## src/rtl/iob_ext_mem_arbiter.sv

```systemverilog
// Shares one IOB external-memory port between instruction (m0) and data (m1) masters, one transaction at a time.
// Slave request follows the grant by 1 cycle; the granted master sees slave ready/rvalid directly, the loser waits in avalid.
module iob_ext_mem_arbiter #(
  parameter int ADDR_W   = 32,
  parameter int DATA_W   = 32,
  parameter int ARB_MODE = 0
) (
  input  logic                  clk_i,
  input  logic                  rst_n_i,
  input  logic                  cke_i,

  input  logic                  m0_avalid_i,
  input  logic [ADDR_W-1:0]     m0_addr_i,
  input  logic [DATA_W-1:0]     m0_wdata_i,
  input  logic [DATA_W/8-1:0]   m0_wstrb_i,
  output logic [DATA_W-1:0]     m0_rdata_o,
  output logic                  m0_rvalid_o,
  output logic                  m0_ready_o,

  input  logic                  m1_avalid_i,
  input  logic [ADDR_W-1:0]     m1_addr_i,
  input  logic [DATA_W-1:0]     m1_wdata_i,
  input  logic [DATA_W/8-1:0]   m1_wstrb_i,
  output logic [DATA_W-1:0]     m1_rdata_o,
  output logic                  m1_rvalid_o,
  output logic                  m1_ready_o,

  output logic                  s_avalid_o,
  output logic [ADDR_W-1:0]     s_addr_o,
  output logic [DATA_W-1:0]     s_wdata_o,
  output logic [DATA_W/8-1:0]   s_wstrb_o,
  input  logic [DATA_W-1:0]     s_rdata_i,
  input  logic                  s_rvalid_i,
  input  logic                  s_ready_i
);

  localparam int STRB_W = DATA_W / 8;

  typedef enum logic [1:0] {
    IDLE,
    REQ,
    RESP
  } state_t;

  typedef struct packed {
    logic              avalid;
    logic [ADDR_W-1:0] addr;
    logic [DATA_W-1:0] wdata;
    logic [STRB_W-1:0] wstrb;
  } req_t;

  state_t state, state_nxt;
  logic   grant, grant_nxt;
  logic   last_grant, last_grant_nxt;

  req_t   m0_req, m1_req, g_req;

  assign m0_req = {m0_avalid_i, m0_addr_i, m0_wdata_i, m0_wstrb_i};
  assign m1_req = {m1_avalid_i, m1_addr_i, m1_wdata_i, m1_wstrb_i};
  assign g_req  = grant ? m1_req : m0_req;

  // Reset wins over the clock enable so a frozen core can still be reset.
  always_ff @(posedge clk_i) begin
    if (!rst_n_i) begin
      state      <= IDLE;
      grant      <= 1'b0;
      last_grant <= 1'b1;
    end else if (cke_i) begin
      state      <= state_nxt;
      grant      <= grant_nxt;
      last_grant <= last_grant_nxt;
    end
  end

  always_comb begin
    state_nxt      = state;
    grant_nxt      = grant;
    last_grant_nxt = last_grant;
    case (state)
      IDLE: begin
        if (m0_avalid_i || m1_avalid_i) begin
          state_nxt = REQ;
          if (m0_avalid_i && m1_avalid_i) begin
            grant_nxt = (ARB_MODE == 1) ? 1'b1 : ~last_grant;
          end else begin
            grant_nxt = m1_avalid_i;
          end
        end
      end
      REQ: begin
        // A master withdrawing its request aborts without touching fairness state.
        if (!g_req.avalid) begin
          state_nxt = IDLE;
        end else if (s_ready_i) begin
          last_grant_nxt = grant;
          state_nxt      = (g_req.wstrb != '0) ? IDLE : RESP;
        end
      end
      RESP: begin
        if (s_rvalid_i) begin
          state_nxt = IDLE;
        end
      end
      default: state_nxt = IDLE;
    endcase
  end

  always_comb begin
    s_avalid_o  = 1'b0;
    s_addr_o    = '0;
    s_wdata_o   = '0;
    s_wstrb_o   = '0;
    m0_ready_o  = 1'b0;
    m1_ready_o  = 1'b0;
    m0_rvalid_o = 1'b0;
    m1_rvalid_o = 1'b0;
    m0_rdata_o  = '0;
    m1_rdata_o  = '0;
    case (state)
      REQ: begin
        s_avalid_o = g_req.avalid;
        s_addr_o   = g_req.addr;
        s_wdata_o  = g_req.wdata;
        s_wstrb_o  = g_req.wstrb;
        if (g_req.avalid) begin
          if (grant) begin
            m1_ready_o = s_ready_i;
          end else begin
            m0_ready_o = s_ready_i;
          end
        end
      end
      RESP: begin
        // Only RESP forwards rvalid, so stray slave responses elsewhere are dropped.
        if (s_rvalid_i) begin
          if (grant) begin
            m1_rvalid_o = 1'b1;
            m1_rdata_o  = s_rdata_i;
          end else begin
            m0_rvalid_o = 1'b1;
            m0_rdata_o  = s_rdata_i;
          end
        end
      end
      default: ;
    endcase
  end

  a_one_ready : assert property (@(posedge clk_i) disable iff (!rst_n_i)
    !(m0_ready_o && m1_ready_o));
  a_one_rvalid : assert property (@(posedge clk_i) disable iff (!rst_n_i)
    !(m0_rvalid_o && m1_rvalid_o));
  a_avalid_req : assert property (@(posedge clk_i) disable iff (!rst_n_i)
    s_avalid_o |-> (state == REQ));

endmodule
```

## config.mk

```make
export PLATFORM = sky130hd
export DESIGN_NAME = iob_ext_mem_arbiter
export DESIGN_NICKNAME = d
export VERILOG_FILES = /design/src/rtl/iob_ext_mem_arbiter.sv
export SDC_FILE = /design/constraint.sdc
export NUM_CORES = 1
export LEC_CHECK = 0
export BUFFER_PORTS_ARGS = -buffer_cell sky130_fd_sc_hd__buf_2
export CAP_MARGIN = 0
export CORE_AREA = 3 3 120 122
export CTS_CLUSTER_DIAMETER = 40
export DETAILED_ROUTE_END_ITERATION = 12
export DIE_AREA = 0 0 123 125
export MAX_ROUTING_LAYER = met4
export PLACE_DENSITY_LB_ADDON = 0.25
export SYNTH_ARGS = -nofsm -noshare
export SYNTH_HDL_FRONTEND = slang
export SYNTH_SLANG_ARGS = --single-unit
```

## constraint.sdc

```tcl
create_clock -name clk_i -period 2.6 [get_ports clk_i]
set_input_delay 0.39 -clock clk_i [delete_from_list [all_inputs] [get_ports clk_i]]
set_output_delay 0.39 -clock clk_i [all_outputs]
set_load 0.03 [all_outputs]
```

==> results.sh <==
export IMPL_status="finished clean"
export IMPL_drt_iter0_drc=57
export IMPL_synthMostInstantiatedCell="nor2_1"
export IMPL_synth_edf_count=0
export IMPL_rows=42
export IMPL_syn_inst=263
export IMPL_leakagePower_nw=2.10
export IMPL_final_setup_skew_ns=0.00365
export IMPL_ir_worst_vdd_v=0.000146
export IMPL_clk_path_buf_depth=2
export IMPL_cts_made_buffers=3
export IMPL_cts_tree="done"
export IMPL_max_freq_ghz=0.491
export IMPL_cts_hold_fix_buffers=0
export IMPL_die_width_um=123
export IMPL_yosys_area_top_type="mux2i_1"
export IMPL_num_vias=2936
export IMPL_ant_nets=0
export IMPL_async_reset_ff_frac=0
export IMPL_startpoint_type="flip-flop"
export IMPL_r2r_cells=5
export IMPL_finalSetupViolCount=0
export IMPL_required_ns=2.21
export IMPL_worst_pin_slew_ns=0.365
export IMPL_timing_reg2reg_setup_slack_ns=1.14
export IMPL_die_area_sq_mm=0.0154
export IMPL_wl_um=9630
export IMPL_first_global_vias=2797
export IMPL_synth_nets=438
export IMPL_cp_max_fo=33
export IMPL_nets=736
export IMPL_slew_viol_final=0
export IMPL_rsz0062_at_grt="no"
export IMPL_syn_to_final_growth_pct=104
export IMPL_synth_top_area_frac=0.402
export IMPL_grt_usage=0.115
export IMPL_path_clk_slew_ns=0.03
export IMPL_postCtsSetupBuffers=0
export IMPL_clkLatencyLatePin_ns=0.23
export IMPL_cts_sinks=4
export IMPL_grt_max_degree=71
export IMPL_dp_hpwl_um=8560
export IMPL_period_share=0.783
export IMPL_root_buffer="clkbuf_16"
export IMPL_ios=312
export IMPL_whs_path_depth=2
export IMPL_cts_resized=0
export IMPL_arrival_ns=1.65
export IMPL_die_h_um=125
export IMPL_synth_cell_types=25
export IMPL_maxCapViolations=0
export IMPL_hold_viol=0
export IMPL_dr_pass1_iters=4
export IMPL_grt_overflow=0
export IMPL_viasPerCell=3.99
export IMPL_drc=0
export IMPL_endpoint_kind="primary output"
export IMPL_place_congestion=0.852
export IMPL_netlist_area_sq_mm=0.00174
export IMPL_yosysSeqAreaShare=0.0459
export IMPL_n_antenna_cell=0
export IMPL_min_path_type="in2reg"
export IMPL_fin_crit_ns=2.04
export IMPL_post_drt_wl_per_cell_um=13.1
export IMPL_cts_htree_levels=1
export IMPL_antenna_found_initial=0
export IMPL_grt_pass1_wl_um=14100
export IMPL_synth_area_leaders="mux2i_1 40%, and2_1 23%, nor2_1 16%"
export IMPL_ys_warn_count=0
export IMPL_start_util=0.131
export IMPL_tns_ns=0
export IMPL_power_uw=832
export IMPL_path_class="reg2out"
export IMPL_hold_ws_ns=0.395
export IMPL_relSlewSlack=0.757
export IMPL_io_buffers=311
export IMPL_core_sq_mm=0.0133
export IMPL_power_density_mw_per_mm2=234
export IMPL_synth_area_per_cell_sq_um=6.63
export IMPL_ys_top_cells_by_count="74 x nor2_1, 70 x mux2i_1, 64 x and2_1"
export IMPL_ys_ff_latch=4
export IMPL_layout_drive_gt1_share=0.577
export IMPL_synth_flop_cell="dfxtp_1"
[registers in the layout (all words and copies together), names as in the netlist]
signal	count
state	2
last_grant	1
grant	1
[through the flow]
| step | area [sq um] | instances | worst slack (ns) | utilization |
|---|---|---|---|---|
| final | 3550 | 736 | 0.563 | 0.267 |
| after global routing | 3550 | 736 | 0.424 | 0.267 |
| after CTS | 3550 | 736 | 0.532 | 0.267 |
| after detailed placement | 3480 | 732 | 0.774 | 0.261 |
| after global placement | 3480 | 732 | 0.813 | 0.261 |
| after floorplan | 1740 | 263 | 0.679 | - |
[cells by family after synthesis]
logic type,count (synthesis),synth area share
AND/OR/NAND/NOR,155,0.448
multiplexers,70,0.402
AO/OA/AOI/OAI,8,0.0330
buffers and inverters,26,0.0711
flip-flops,4,0.0459
[placed cells by master (no fill, tap or decap), types with 2 or more instances in the layout]
cell type    n
buf_2      311
nor2_1      74
mux2i_1     70
and2_1      64
nand2_1      4
nand3_1      3
inv_1        3
clkbuf_16    3
dfxtp_1      3
buf_4        3
nor2b_1      2
nor4_1       2
nor3_1       2
buf_12       2
[report_power, final]
part	switching, mW	internal [mW]
clock	0.0484	0.203
sequential	0.00912	0.0642
combinational	0.291	0.216
total	0.348	0.484
[metal layers]
layer	routed length [um]	part of all wire	global-route usage	vias up
met1	3380	0.35	0.116	1290
met5	0	0	-	-
li1	-	-	-	1457
met2	5100	0.53	0.231	183
met4	72	0.0075	0.0156	0
met3	1080	0.11	0.0217	6
[critical path: stages, from the launching register on]
cell	delay (ns)
dfxtp_1	0.44
nand2_1	0.14
nor3b_2	0.19
buf_4	0.28
and2_1	0.17
buf_2	0.20
[final cells by class]
cell class,count,area [sq um]
fill,1510,9740
timing repair buffer,316,1620
multi-input combinational,233,1540
tap,176,220
sequential,4,83.8
clock buffer,4,78.8
inverter,3,11.3
[worst paths after layout]
check / startpoint / endpoint
max: state[1] / m1_rdata_o[24]
min reg2reg: last_grant / last_grant
max reg2reg: grant / state[1]
min: rst_n_i / last_grant
No activity file was read; power rests on OpenSTA's default activity.
